### src/rtl/spi_target_if.sv
// Bundles the SPI target pins and the CPU-side register bus of spi_target.
// The target pins keep their board-level names.
interface spi_target_if;
    logic       TGT_SCK;
    logic       TGT_SS;
    logic       TGT_MOSI;
    logic       TGT_MISO;
    logic       TGT_MISO_EN;
    logic [7:0] tx_data;
    logic       tx_load;
    logic       tx_ready;
    logic [7:0] rx_data;
    logic       rx_valid;
    logic       rx_ack;
    logic       rx_overrun;
    logic       active;

    modport slave (
        input  TGT_SCK, TGT_SS, TGT_MOSI, tx_data, tx_load, rx_ack,
        output TGT_MISO, TGT_MISO_EN, tx_ready, rx_data, rx_valid, rx_overrun, active
    );

    modport master (
        output TGT_SCK, TGT_SS, TGT_MOSI, tx_data, tx_load, rx_ack,
        input  TGT_MISO, TGT_MISO_EN, tx_ready, rx_data, rx_valid, rx_overrun, active
    );
endinterface

### src/rtl/spi_target.sv
// SPI mode-0 target engine: oversamples SCK/SS/MOSI in the CLK1 domain,
// assembles received bytes and shifts out bytes queued through a one-deep TX buffer.
module spi_target #(
    parameter int unsigned SYNC_STAGES = 2
) (
    input  logic         CLK1,
    input  logic         RESET_N,
    spi_target_if.slave  bus
);
    localparam int unsigned BYTE_W = 8;
    localparam int unsigned CNT_W  = 3;

    typedef enum logic [0:0] {
        ST_IDLE  = 1'b0,
        ST_SHIFT = 1'b1
    } state_t;

    logic [SYNC_STAGES-1:0] sck_s_q;
    logic [SYNC_STAGES-1:0] ss_s_q;
    logic [SYNC_STAGES-1:0] mosi_s_q;
    logic                   sck_dly_q;
    logic                   ss_dly_q;

    state_t              state_q;
    logic [CNT_W-1:0]    cnt_q;
    logic [BYTE_W-1:0]   rx_shift_q;
    logic [BYTE_W-1:0]   tx_shift_q;
    logic [BYTE_W-1:0]   tx_buf_q;
    logic                tx_ready_q;
    logic [BYTE_W-1:0]   rx_data_q;
    logic                rx_valid_q;
    logic                rx_overrun_q;
    logic                miso_q;
    logic                miso_en_q;
    logic                active_q;

    logic              sck_c, ss_c, mosi_c;
    logic              sck_rise_c, sck_fall_c, ss_fall_c, ss_rise_c;
    logic [BYTE_W-1:0] load_byte_c;
    logic [BYTE_W-1:0] rx_byte_c;

    // Synchronizers plus one extra stage for edge detection; SS idles high.
    always_ff @(posedge CLK1 or negedge RESET_N) begin
        if (!RESET_N) begin
            sck_s_q   <= '0;
            ss_s_q    <= '1;
            mosi_s_q  <= '0;
            sck_dly_q <= 1'b0;
            ss_dly_q  <= 1'b1;
        end else begin
            sck_s_q   <= {sck_s_q[SYNC_STAGES-2:0],  bus.TGT_SCK};
            ss_s_q    <= {ss_s_q[SYNC_STAGES-2:0],   bus.TGT_SS};
            mosi_s_q  <= {mosi_s_q[SYNC_STAGES-2:0], bus.TGT_MOSI};
            sck_dly_q <= sck_s_q[SYNC_STAGES-1];
            ss_dly_q  <= ss_s_q[SYNC_STAGES-1];
        end
    end

    always_comb begin
        sck_c       = sck_s_q[SYNC_STAGES-1];
        ss_c        = ss_s_q[SYNC_STAGES-1];
        mosi_c      = mosi_s_q[SYNC_STAGES-1];
        sck_rise_c  = sck_c & ~sck_dly_q;
        sck_fall_c  = ~sck_c & sck_dly_q;
        ss_fall_c   = ~ss_c & ss_dly_q;
        ss_rise_c   = ss_c & ~ss_dly_q;
        load_byte_c = tx_ready_q ? 8'hFF : tx_buf_q;
        rx_byte_c   = {rx_shift_q[BYTE_W-2:0], mosi_c};
    end

    // Transfer FSM; the select-time load happens on the IDLE->SHIFT transition
    // so MISO moves on the same edge the synchronized SS fall takes effect.
    always_ff @(posedge CLK1 or negedge RESET_N) begin
        if (!RESET_N) begin
            state_q      <= ST_IDLE;
            cnt_q        <= '0;
            rx_shift_q   <= '0;
            tx_shift_q   <= 8'hFF;
            tx_buf_q     <= '0;
            tx_ready_q   <= 1'b1;
            rx_data_q    <= '0;
            rx_valid_q   <= 1'b0;
            rx_overrun_q <= 1'b0;
            miso_q       <= 1'b1;
            miso_en_q    <= 1'b0;
            active_q     <= 1'b0;
        end else begin
            active_q  <= ~ss_c;
            miso_en_q <= ~ss_c;

            if (bus.tx_load && tx_ready_q) begin
                tx_buf_q   <= bus.tx_data;
                tx_ready_q <= 1'b0;
            end

            if (bus.rx_ack) begin
                rx_valid_q   <= 1'b0;
                rx_overrun_q <= 1'b0;
            end

            case (state_q)
                ST_IDLE: begin
                    cnt_q <= '0;
                    if (ss_fall_c) begin
                        state_q    <= ST_SHIFT;
                        tx_shift_q <= load_byte_c;
                        miso_q     <= load_byte_c[BYTE_W-1];
                        if (!tx_ready_q) tx_ready_q <= 1'b1;
                    end
                end
                ST_SHIFT: begin
                    if (ss_rise_c) begin
                        // Abort: partial RX byte and loaded TX byte are dropped.
                        state_q    <= ST_IDLE;
                        cnt_q      <= '0;
                        tx_shift_q <= 8'hFF;
                        miso_q     <= 1'b1;
                    end else if (sck_rise_c) begin
                        rx_shift_q <= rx_byte_c;
                        cnt_q      <= cnt_q + CNT_W'(1);
                        if (cnt_q == CNT_W'(BYTE_W - 1)) begin
                            rx_data_q    <= rx_byte_c;
                            rx_valid_q   <= 1'b1;
                            rx_overrun_q <= bus.rx_ack ? 1'b0 : (rx_overrun_q | rx_valid_q);
                        end
                    end else if (sck_fall_c) begin
                        if (cnt_q != '0) begin
                            tx_shift_q <= {tx_shift_q[BYTE_W-2:0], 1'b1};
                            miso_q     <= tx_shift_q[BYTE_W-2];
                        end else begin
                            tx_shift_q <= load_byte_c;
                            miso_q     <= load_byte_c[BYTE_W-1];
                            if (!tx_ready_q) tx_ready_q <= 1'b1;
                        end
                    end
                end
                default: state_q <= ST_IDLE;
            endcase
        end
    end

    assign bus.TGT_MISO    = miso_q;
    assign bus.TGT_MISO_EN = miso_en_q;
    assign bus.tx_ready    = tx_ready_q;
    assign bus.rx_data     = rx_data_q;
    assign bus.rx_valid    = rx_valid_q;
    assign bus.rx_overrun  = rx_overrun_q;
    assign bus.active      = active_q;
endmodule
### src/flat_wrapper.sv
// flat-port wrapper written by rule: the top's interface ports become plain ports
module spi_target_flat 
#(
    parameter int unsigned SYNC_STAGES = 2
)
  (CLK1, RESET_N, bus_TGT_SCK, bus_TGT_SS, bus_TGT_MOSI, bus_tx_data, bus_tx_load, bus_rx_ack, bus_TGT_MISO, bus_TGT_MISO_EN, bus_tx_ready, bus_rx_data, bus_rx_valid, bus_rx_overrun, bus_active);
  spi_target_if bus_i ();
  input  logic CLK1;
  input  logic RESET_N;
  input wire logic [$bits(bus_i.TGT_SCK)-1:0] bus_TGT_SCK;
  input wire logic [$bits(bus_i.TGT_SS)-1:0] bus_TGT_SS;
  input wire logic [$bits(bus_i.TGT_MOSI)-1:0] bus_TGT_MOSI;
  input wire logic [$bits(bus_i.tx_data)-1:0] bus_tx_data;
  input wire logic [$bits(bus_i.tx_load)-1:0] bus_tx_load;
  input wire logic [$bits(bus_i.rx_ack)-1:0] bus_rx_ack;
  output wire logic [$bits(bus_i.TGT_MISO)-1:0] bus_TGT_MISO;
  output wire logic [$bits(bus_i.TGT_MISO_EN)-1:0] bus_TGT_MISO_EN;
  output wire logic [$bits(bus_i.tx_ready)-1:0] bus_tx_ready;
  output wire logic [$bits(bus_i.rx_data)-1:0] bus_rx_data;
  output wire logic [$bits(bus_i.rx_valid)-1:0] bus_rx_valid;
  output wire logic [$bits(bus_i.rx_overrun)-1:0] bus_rx_overrun;
  output wire logic [$bits(bus_i.active)-1:0] bus_active;
  assign bus_i.TGT_SCK = bus_TGT_SCK;
  assign bus_i.TGT_SS = bus_TGT_SS;
  assign bus_i.TGT_MOSI = bus_TGT_MOSI;
  assign bus_i.tx_data = bus_tx_data;
  assign bus_i.tx_load = bus_tx_load;
  assign bus_i.rx_ack = bus_rx_ack;
  assign bus_TGT_MISO = bus_i.TGT_MISO;
  assign bus_TGT_MISO_EN = bus_i.TGT_MISO_EN;
  assign bus_tx_ready = bus_i.tx_ready;
  assign bus_rx_data = bus_i.rx_data;
  assign bus_rx_valid = bus_i.rx_valid;
  assign bus_rx_overrun = bus_i.rx_overrun;
  assign bus_active = bus_i.active;
  spi_target #(.SYNC_STAGES(SYNC_STAGES)) u_core (.CLK1(CLK1), .RESET_N(RESET_N), .bus(bus_i));
endmodule
### config.mk
export PLATFORM = sky130hd
export DESIGN_NAME = spi_target_flat
export DESIGN_NICKNAME = d
export VERILOG_FILES = /design/src/rtl/spi_target_if.sv /design/src/rtl/spi_target.sv /design/src/flat_wrapper.sv
export SDC_FILE = /design/constraint.sdc
export NUM_CORES = 1
export LEC_CHECK = 0
export CORE_ASPECT_RATIO = 0.7
export CORE_UTILIZATION = 45
export CTS_BUF_LIST = sky130_fd_sc_hd__clkbuf_16
export DETAILED_ROUTE_END_ITERATION = 10
export GPL_TIMING_DRIVEN = 0
export HOLD_SLACK_MARGIN = 0.1
export PLACE_DENSITY = 0.81
export SLEW_MARGIN = 5
export SYNTH_ARGS = -nofsm -noshare
export SYNTH_HDL_FRONTEND = slang
export SYNTH_SLANG_ARGS = --single-unit
### constraint.sdc
create_clock -name CLK1 -period 1.6 [get_ports CLK1]
set_input_delay 0.32 -clock CLK1 [delete_from_list [all_inputs] [get_ports CLK1]]
set_output_delay 0.32 -clock CLK1 [all_outputs]
set_load 0.05 [all_outputs]
=== Word-level counts from Yosys, hierarchy flattened ===
Index checks and enable logic that the tools add are counted.

* Register bits: 47
* Input bits: 15
* Output and inout bits: 14
* Logic and storage cells: 76

* Add/sub/neg operators: 1
* Equality and inequality tests: 5
* Muxes and demuxes: 38
* Bitwise gates (word level): 11
* Reductions and logical operators: 5

{| class="wikitable"
|+ Operators with widths
! operator !! number
|-
| two-way mux 7 bit || 5
|-
| two-way mux 1 bit || 25
|-
| one-hot mux 7 bit (2 select lines) || 1
|-
| inequality test 3 bit, second input constant || 3
|-
| two-way mux 8 bit || 1
|-
| two-way mux 3 bit || 2
|-
| NOT 1 bit || 6
|-
| one-hot mux 1 bit (2 select lines) || 3
|-
| one-hot mux 3 bit (2 select lines) || 1
|-
| AND reduction 3 bit || 2
|-
| AND 1 bit || 4
|-
| AND reduction 4 bit || 1
|-
| adder 3 x 1 -> 3 bit, second input constant || 1
|-
| == test 3 bit, second input constant || 1
|-
| nonzero test 3 bit || 1
|-
| inequality test 2 x 1 -> 1 bit, second input constant || 1
|-
| logical AND 1 bit || 1
|-
| bitwise OR 1 bit || 1
|}

=== Depth between registers and ports, before layout ===
Gate-level depths: netlist of the first run.

* Word-level depth: 8
* Mapped depth: 8
* Gate-level depth less buffers: 6

=== Worst setup path after synthesis of the first run ===
Ideal clock, no wire load.

* Path kind: register -> register
* From: register u_core.ss_dly_q
* To: register u_core.tx_shift_q[0]
* Setup time: 0.082 ns
* Arrival: 1.533 ns
* Slack: -0.016 ns
* Cell stages (with the launch flop): 6
* Buffers on the path: 2
* Clock period less this slack: 1.616 ns
* Cell sequence: dfstp_2 or3b_1 buf_6 and2_4 buf_6 mux2_4

* Cells in the longest elaborated chain, start to end: 4

{| class="wikitable"
|+ RTL lines
! item !! RTL line !! source
|-
| start: declaration || spi_target.sv:22 || <nowiki>logic ss_dly_q;</nowiki>
|-
| start signal: assignment || spi_target.sv:55 || <nowiki>ss_dly_q <= ss_s_q[SYNC_STAGES-1];</nowiki>
|-
| NOT 1 bit || spi_target.sv:66 || <nowiki>ss_rise_c = ss_c & ~ss_dly_q;</nowiki>
|-
| AND 1 bit || spi_target.sv:66 ||
|-
| inequality test 3 bit (no line) or two-way mux 7 bit (tied branches) || - ||
|-
| AND reduction 3 bit (no line) or one-hot mux 7 bit (2 select lines) (tied branches) || - ||
|-
| end signal: assignment || spi_target.sv:106 || <nowiki>tx_shift_q <= load_byte_c;</nowiki>
|-
| end signal: assignment || spi_target.sv:128 || <nowiki>tx_shift_q <= {tx_shift_q[BYTE_W-2:0], 1'b1};</nowiki>
|-
| end signal: assignment || spi_target.sv:131 || <nowiki>tx_shift_q <= load_byte_c;</nowiki>
|-
| end: declaration || spi_target.sv:27 || <nowiki>logic [BYTE_W-1:0] tx_shift_q;</nowiki>
|}

Parallel ways exist; a longest one is shown, timed or not.
A chain may end at the register's enable or synchronous reset.

=== Worst setup path after layout of the first run ===
Ends and elaborated chain as after synthesis.

==> results of run 1 <==
## state kept, by name, indices dropped and copies added, names as in the netlist
register,cells
u_core.bus.rx_data,8
u_core.tx_buf_q,8
u_core.rx_shift_q,7
u_core.tx_shift_q,7
u_core.cnt_q,3
u_core.mosi_s_q,2
u_core.sck_s_q,2
u_core.ss_s_q,2
u_core.bus.TGT_MISO,1
u_core.bus.TGT_MISO_EN,1
u_core.bus.rx_overrun,1
u_core.bus.rx_valid,1
u_core.bus.tx_ready,1
u_core.sck_dly_q,1
u_core.ss_dly_q,1
u_core.state_q,1
## metrics by stage
| step | setup slack [ns] | instance area (sq um) |
|---|---|---|
| after floorplan | -0.0157 | 1950 |
| after global placement | -0.894 | 2300 |
| after detailed placement | -0.253 | 2310 |
| after CTS | 0.00648 | 2510 |
| after global routing | -0.0500 | 2540 |
| final | 0.00154 | 2540 |
## cells in the mapped netlist (2+ instances only)
cell type   n  share of area [%]
dfrtp_1    35                 45
dfstp_2    12                 16
mux2_1     12                6.9
nor2_1     12                2.3
mux2_2     11                6.3
nand2_1    10                1.9
o21ai_0     8                2.1
a22o_1      7                3.1
o211ai_1    7                2.7
inv_1       5               0.96
clkbuf_1    3               0.58
ha_1        3                1.9
nor2b_1     3               0.96
a21oi_1     2               0.51
buf_2       2               0.51
buf_6       2                1.2
nand2b_1    2               0.64
## kinds of logic after synthesis
logic type,synth area share (%)
buffers and inverters,3.78
DFF,61.0
AOI/OAI and AO/OA,10.3
and+or+nand+nor,8.01
xor gates and xnor gates,0.449
muxes,14.6
adders and majority gates,1.92
## worst max-delay path: stages, from the launching register on
cell and delay (ns):
dfstp_2 0.54, buf_4 0.12, nor2b_4 0.05, o21ai_4 0.21, and2_4 0.18, buf_6 0.12, mux2_4 0.30
## per-layer routing
layer | global-route usage [%] | wire, microns | up-vias
met2 | 30.1 | 1810 | 39
met3 | 4.96 | 223 | 9
met4 | 10.5 | 80 | 0
met1 | 25.2 | 1650 | 633
met5 | 0 | 0 | -
li1 | - | - | 605
## final cells by class
cell class	instances	area, sq um	area share, %
clock buffers	5	125	4.92
multi-input cells	90	733	28.8
inverters	6	22.5	0.885
plain buffers	6	50.0	1.97
repair buffers	35	332	13.0
well taps	52	65.1	2.56
clock inverters	3	25.0	0.984
flip-flops and latches	47	1190	46.8
## what timing repair did
action,CTS,global route
hold endpoints to repair,9,0
endpoints found under the setup margin,37,12
gates resized for setup,30,4
pin swaps,0,1
buffers inserted,3,2
hold buffers,1,0
## power groups by stage
stage          clock, mW  combinational [mW]  sequential, mW
2_1_floorplan          0               0.504            1.76
3_3_place_gp           0               0.755            1.71
3_5_place_dp           0               0.806            1.73
4_1_cts             1.05               0.823            1.71
5_1_grt             1.11               0.927            1.76
6_report            1.03               0.847            1.72
## worst max-delay path by stage
stage / to / slack, ns / cells past startpoint
after global placement: u_core.cnt_q[1] / -0.89 / 1
final: u_core.tx_shift_q[0] / 0.002 / 6
after detailed placement: u_core.bus.tx_ready / -0.25 / 8
after floorplan: u_core.tx_shift_q[0] / -0.02 / 5
after CTS: u_core.rx_shift_q[0] / 0.006 / 5
after global routing: u_core.tx_shift_q[4] / -0.05 / 4
==> run_results.csv, run 1 <==
group,metric,value,unit
cts,path_clk_slew,0.06,ns
detailed_routing,viasPerCell,5.27,
synth,syn_inst,151,
power_and_ir_drop,p_clk_share,28.7,%
synth,synth-main-ff-cell,"dfrtp_1",
power_and_ir_drop,pwr-share-seq,47.8,%
die,core.rowCount,19,
sta,holdWs,0.351,ns
placed_design,hpwl,2.55,mm
power_and_ir_drop,ir_drop,792,uV
sta,max-slew-margin-rel,67.3,%
detailed_routing,routed_wl,3.76,mm
sta,tightest_slew,0.492,ns
detailed_routing,drtAntennaViolNets,0,
min_path,hold_depth,0,
detailed_routing,wl_per_cell,15.4,microns
cts,clk_path_buf_depth,2,
synth,synth_cell_type_count,32,
detailed_routing,drcViolationCount,0,
min_path,hold_end,"u_core.sck_s_q[1]",
power_and_ir_drop,p_sw,1.06,mW
die,die-width,80.7,microns
cells_and_area,area_growth,30.3,%
global_routing,track_usage,19.4,%
cells_and_area,fill_cells,309,
cells_and_area,drive_gt1_share,28.1,%
cts,cts_tree,"yes",
detailed_routing,vias,1286,
critical_path,critPathKind,"reg -> reg",
synth,synth_area,1950,sq um
critical_path,startpoint_type,"flip-flop",
sta,worst_clock_skew,0.00526,ns
critical_path,endpoint_kind,"flip-flop",
sta,rsz0062_at_grt,"yes",
critical_path,startpoint,"u_core.ss_dly_q",
cells_and_area,layout_commonest_cell,"dfrtp_1",
global_routing,overflow,0,
flow_run,cap_violations,0,
die,die-area,4610,sq um
global_routing,grt_max_degree,38,
synth,ys_seq_elements,47,
power_and_ir_drop,p_leak,1.18,nW
cells_and_area,fin_nets,209,
placed_design,gp_congestion,0.840,
critical_path,crit_arrival,1.81,ns
global_routing,grt_pass1_wl,6.56,mm
synth,yosysWarnings,0,
sta,tns,0,ns
power_and_ir_drop,power_per_cell_area,1410,nW/um^2
critical_path,crit_fanout,8,
placed_design,dpl.cell_count,232,
synth,synth_area_per_cell,12.9,sq um
sta,min_period_over_period,99.9,%
sta,setup_viol,0,
sta,clock.fmax,0.626,GHz
min_path,hold_path_class,"reg -> reg",
min_path,min_from,"u_core.sck_s_q[0]",
power_and_ir_drop,power,3.59,mW
cts,clock_latency,0.28,ns
die,pin_count,29,
synth,synth_edf_count,0,
sta,fin_crit,1.60,ns
cells_and_area,stdcell_count,244,
power_and_ir_drop,combPwrFrac,23.6,%
outcome,status,"finished, final reports clean",
cts,cts-root-buf,"clkbuf_16",
power_and_ir_drop,p_sw_share,29.4,%
global_routing,grt_pass1_vias,1388,
critical_path,cp_data_required_time,1.81,ns
critical_path,r2r_start,"u_core.ss_dly_q",
critical_path,reg2reg_slack,0.002,ns
power_and_ir_drop,p_int,2.54,mW
critical_path,r2r-end,"u_core.tx_shift_q[0]",
cells_and_area,utilization,62.9,%
synth,synth_fp_nets,169,
cts,cts_buffers,5,
placed_design,io_buffer_count,28,
cts,cts_max_level,2,
die,core,4040,sq um
global_routing,antenna_found_initial,0,
sta,hold_violations,0,
die,initial_core_util,48.3,%
cts,cts_sinks,47,
cells_and_area,mostFrequentLayoutCells,"dfrtp_1, clkdlybuf4s50_1, nor2_1, mux2_1, dfstp_2",
detailed_routing,drtPass1Iterations,4,
die,die_y,57.1,microns
synth,async_flop_share,100,%
synth,ys_seq_area_share,61.0,%
detailed_routing,drt-initial-drc-count,82,
sta,slew_violations,0,
cells_and_area,n_antenna_cell,0,
critical_path,r2r_cells,6,
(Power assumes the default switching activity.)
==> run 2, diff against run 1 <==
Settings changed: ABC_AREA set to 1, MAX_ROUTING_LAYER set to met4, PLACE_DENSITY 0.81 to 0.8.
==> run 2 against run 1 <==
Worst setup slack better by 0.058 ns. Sequential power about the same. Via count up 27%. Cell count up 38%. Die area up 5.7%. Count of clock-buffer cells in the layout unchanged. Routed wire length up 6.5%. Register-to-register slack better by 0.08 ns. Synthesized cell count up 60%. Non-clock buffer count down 3. Critical path type is now reg -> out. Largest power group unchanged. Highest routed layer unchanged.
==> run_results.csv, run 2 <==
group,metric,value,unit
cells_and_area,mostFrequentLayoutCells,"nand2_1, dfrtp_1, nand3_1",
detailed_routing,routed_wl,4.01,mm
cts,cts_buffers,5,
synth,yosysMostFrequentCell,"nand2_1",
global_routing,grt_pass1_vias,1381,
synth,synth_fp_nets,259,
cts,cts_max_level,2,
cells_and_area,drive_gt1_share,14.9,%
global_routing,overflow,0,
placed_design,dp_slack,-0.0659,ns
critical_path,worstSetupPathDepth,2,
cts,clock_latency,0.28,ns
cells_and_area,n_antenna_cell,0,
flow_run,cap_violations,0,
cells_and_area,layout_commonest_cell,"nand2_1",
die,die-area,4870,sq um
synth,synth_top_area_share,42.4,%
critical_path,cp-endpoint,"bus_active",
synth,synth-main-ff-cell,"dfrtp_1",
critical_path,cp_data_required_time,1.28,ns
placed_design,hpwl,2.77,mm
critical_path,crit_path_max_incr_delay,0.51,ns
die,pin_count,29,
synth,ys_seq_elements,47,
critical_path,reg2reg_slack,0.08,ns
cells_and_area,area_growth,26.7,%
detailed_routing,drtAntennaViolNets,0,
synth,yosys-top-cells-area,"dfrtp_1, nand2_1, dfstp_2",
detailed_routing,wl_per_cell,11.9,microns
critical_path,startpoint_type,"flip-flop",
placed_design,placed_cell_area,2430,sq um
outcome,status,"finished, final reports clean",
die,core.rowCount,20,
critical_path,critPathBufInv,2,
sta,setup_viol,0,
synth,synth_area_per_cell,8.58,sq um
detailed_routing,vias,1628,
cells_and_area,fin_nets,298,
sta,hold_violations,0,
cts,clk_path_buf_depth,2,
sta,worst_clock_skew,0.00331,ns
detailed_routing,viasPerCell,4.85,
global_routing,grt_max_degree,40,
sta,tightest_slew,0.489,ns
sta,clock.fmax,0.649,GHz
critical_path,r2r_cells,7,
power_and_ir_drop,power_per_cell_area,1450,nW/um^2
power_and_ir_drop,ir_drop,804,uV
cts,cts_tree,"yes",
sta,min_period_over_period,96.3,%
synth,netlist_top_cells_count,"nand2_1, dfrtp_1, nand3_1",
critical_path,startpoint,"u_core.bus.TGT_MISO_EN",
critical_path,path_cells,"buf_4, dlygate4sd2_1",
global_routing,track_usage,18.1,%
die,die_y,58.7,microns
detailed_routing,drt-initial-drc-count,142,
synth,yosys.area.top_type,"dfrtp_1",
critical_path,r2r_start,"u_core.ss_dly_q",
global_routing,antenna_found_initial,0,
synth,synth_cell_type_count,20,
critical_path,crit_arrival,1.22,ns
synth,synth_edf_count,0,
sta,max-slew-margin-rel,67.6,%
sta,timing.final.ws_setup,0.0592,ns
placed_design,io_buffer_count,28,
power_and_ir_drop,p_leak,1.42,nW
critical_path,critPathKind,"reg -> out",
critical_path,endpoint_kind,"output pin",
placed_design,gp_congestion,0.832,
cells_and_area,final_area,2620,sq um
critical_path,critical_path.top_delay_family,"buffers and inverters",
critical_path,cpMaxStageDelayCell,"dlygate4sd2_1",
cts,path_clk_slew,0.06,ns
detailed_routing,drcViolationCount,0,
min_path,hold_path_class,"reg -> reg",
detailed_routing,drtPass1Iterations,5,
critical_path,crit_fanout,2,
die,initial_core_util,47.2,%
synth,synth_area,2070,sq um
synth,async_flop_share,100,%
synth,ys_seq_area_share,57.6,%
synth,syn_inst,241,
cts,cts-root-buf,"clkbuf_16",
sta,slew_violations,0,
cts,cts_sinks,47,
die,core,4380,sq um
die,die-width,83.0,microns
synth,yosysWarnings,0,
power_and_ir_drop,power,3.79,mW
critical_path,r2r-end,"u_core.bus.rx_data[2]",
sta,fin_crit,1.54,ns
global_routing,grt_pass1_wl,6.58,mm
[run 2: through the flow]
step | cells | TNS [ns] | hold WS (ns) | utilization (%)
after floorplan | 241 | 0 | 0.0244 | -
final | 336 | 0 | 0.349 | 59.8
after CTS | 334 | 0 | 0.352 | 59.3
after detailed placement | 325 | -0.0901 | 0.193 | 55.5
after global placement | 324 | -44.63 | 0.333 | 55.2
after global routing | 336 | -0.00285 | 0.370 | 59.8
[run 2: what timing repair did]
action                                  4_1_cts  5_1_grt
hold buffers                                  1        0
setup buffers                                 0        3
resized for setup                            18        1
pin swaps                                     0        1
endpoints found under the setup margin       14       13
hold endpoints to repair                      4        0
[run 2: worst min-delay path by stage]
stage	slack, ns	startpoint	end	depth (start not counted)
3_3_place_gp	0.33	u_core.sck_s_q[0]	u_core.sck_s_q[1]	0
6_report	0.35	u_core.sck_s_q[0]	u_core.sck_s_q[1]	0
3_5_place_dp	0.19	RESET_N	u_core.bus.rx_overrun	1
2_1_floorplan	0.02	RESET_N	u_core.bus.TGT_MISO_EN	0
4_1_cts	0.35	u_core.sck_s_q[0]	u_core.sck_s_q[1]	0
5_1_grt	0.37	u_core.ss_s_q[0]	u_core.ss_s_q[1]	0
[run 2: worst register-to-register path: stages (launching register included)]
cell     delay (ns)
dfstp_2        0.51
inv_1          0.10
nand2_2        0.12
nand2_2        0.09
nor2_4         0.25
nand2_2        0.18
nand2_1        0.10
nand2_1        0.06
[run 2: cell type report]
class                           count  area, sq um
Buffer                              5         38.8
Tap cell                           55         68.8
Clock buffer                        5          125
Sequential cell                    47         1190
Multi-Input combinational cell    168          761
Timing Repair Buffer               33          315
Inverter                           20         75.1
Fill cell                         370         1760
Clock inverter                      3         43.8
[run 2: logic make-up (layout without fill, tap and decap cells)]
logic type | after synthesis | in the layout | synth area share [%]
compound gates | 11 | 11 | 3.21
fa+ha+maj | 3 | 3 | 1.82
buf+inv | 26 | 66 | 5.69
flops | 47 | 47 | 57.6
mux | 1 | 1 | 0.545
simple gates | 153 | 153 | 31.1
[run 2: per-layer routing]
layer | global-route usage [%] | vias to the layer above | part of all wire [%]
met5 | - | - | 0
met4 | 4.43 | 0 | 0.62
met3 | 3.79 | 3 | 4.1
met2 | 25.8 | 40 | 45
met1 | 26.8 | 757 | 50
li1 | - | 828 | -
[run 2: report_power, final]
group          switching [mW]  leakage, nW  internal (mW)
clock                   0.434       0.0838          0.736
sequential              0.158        0.571           1.55
combinational           0.592        0.770          0.325
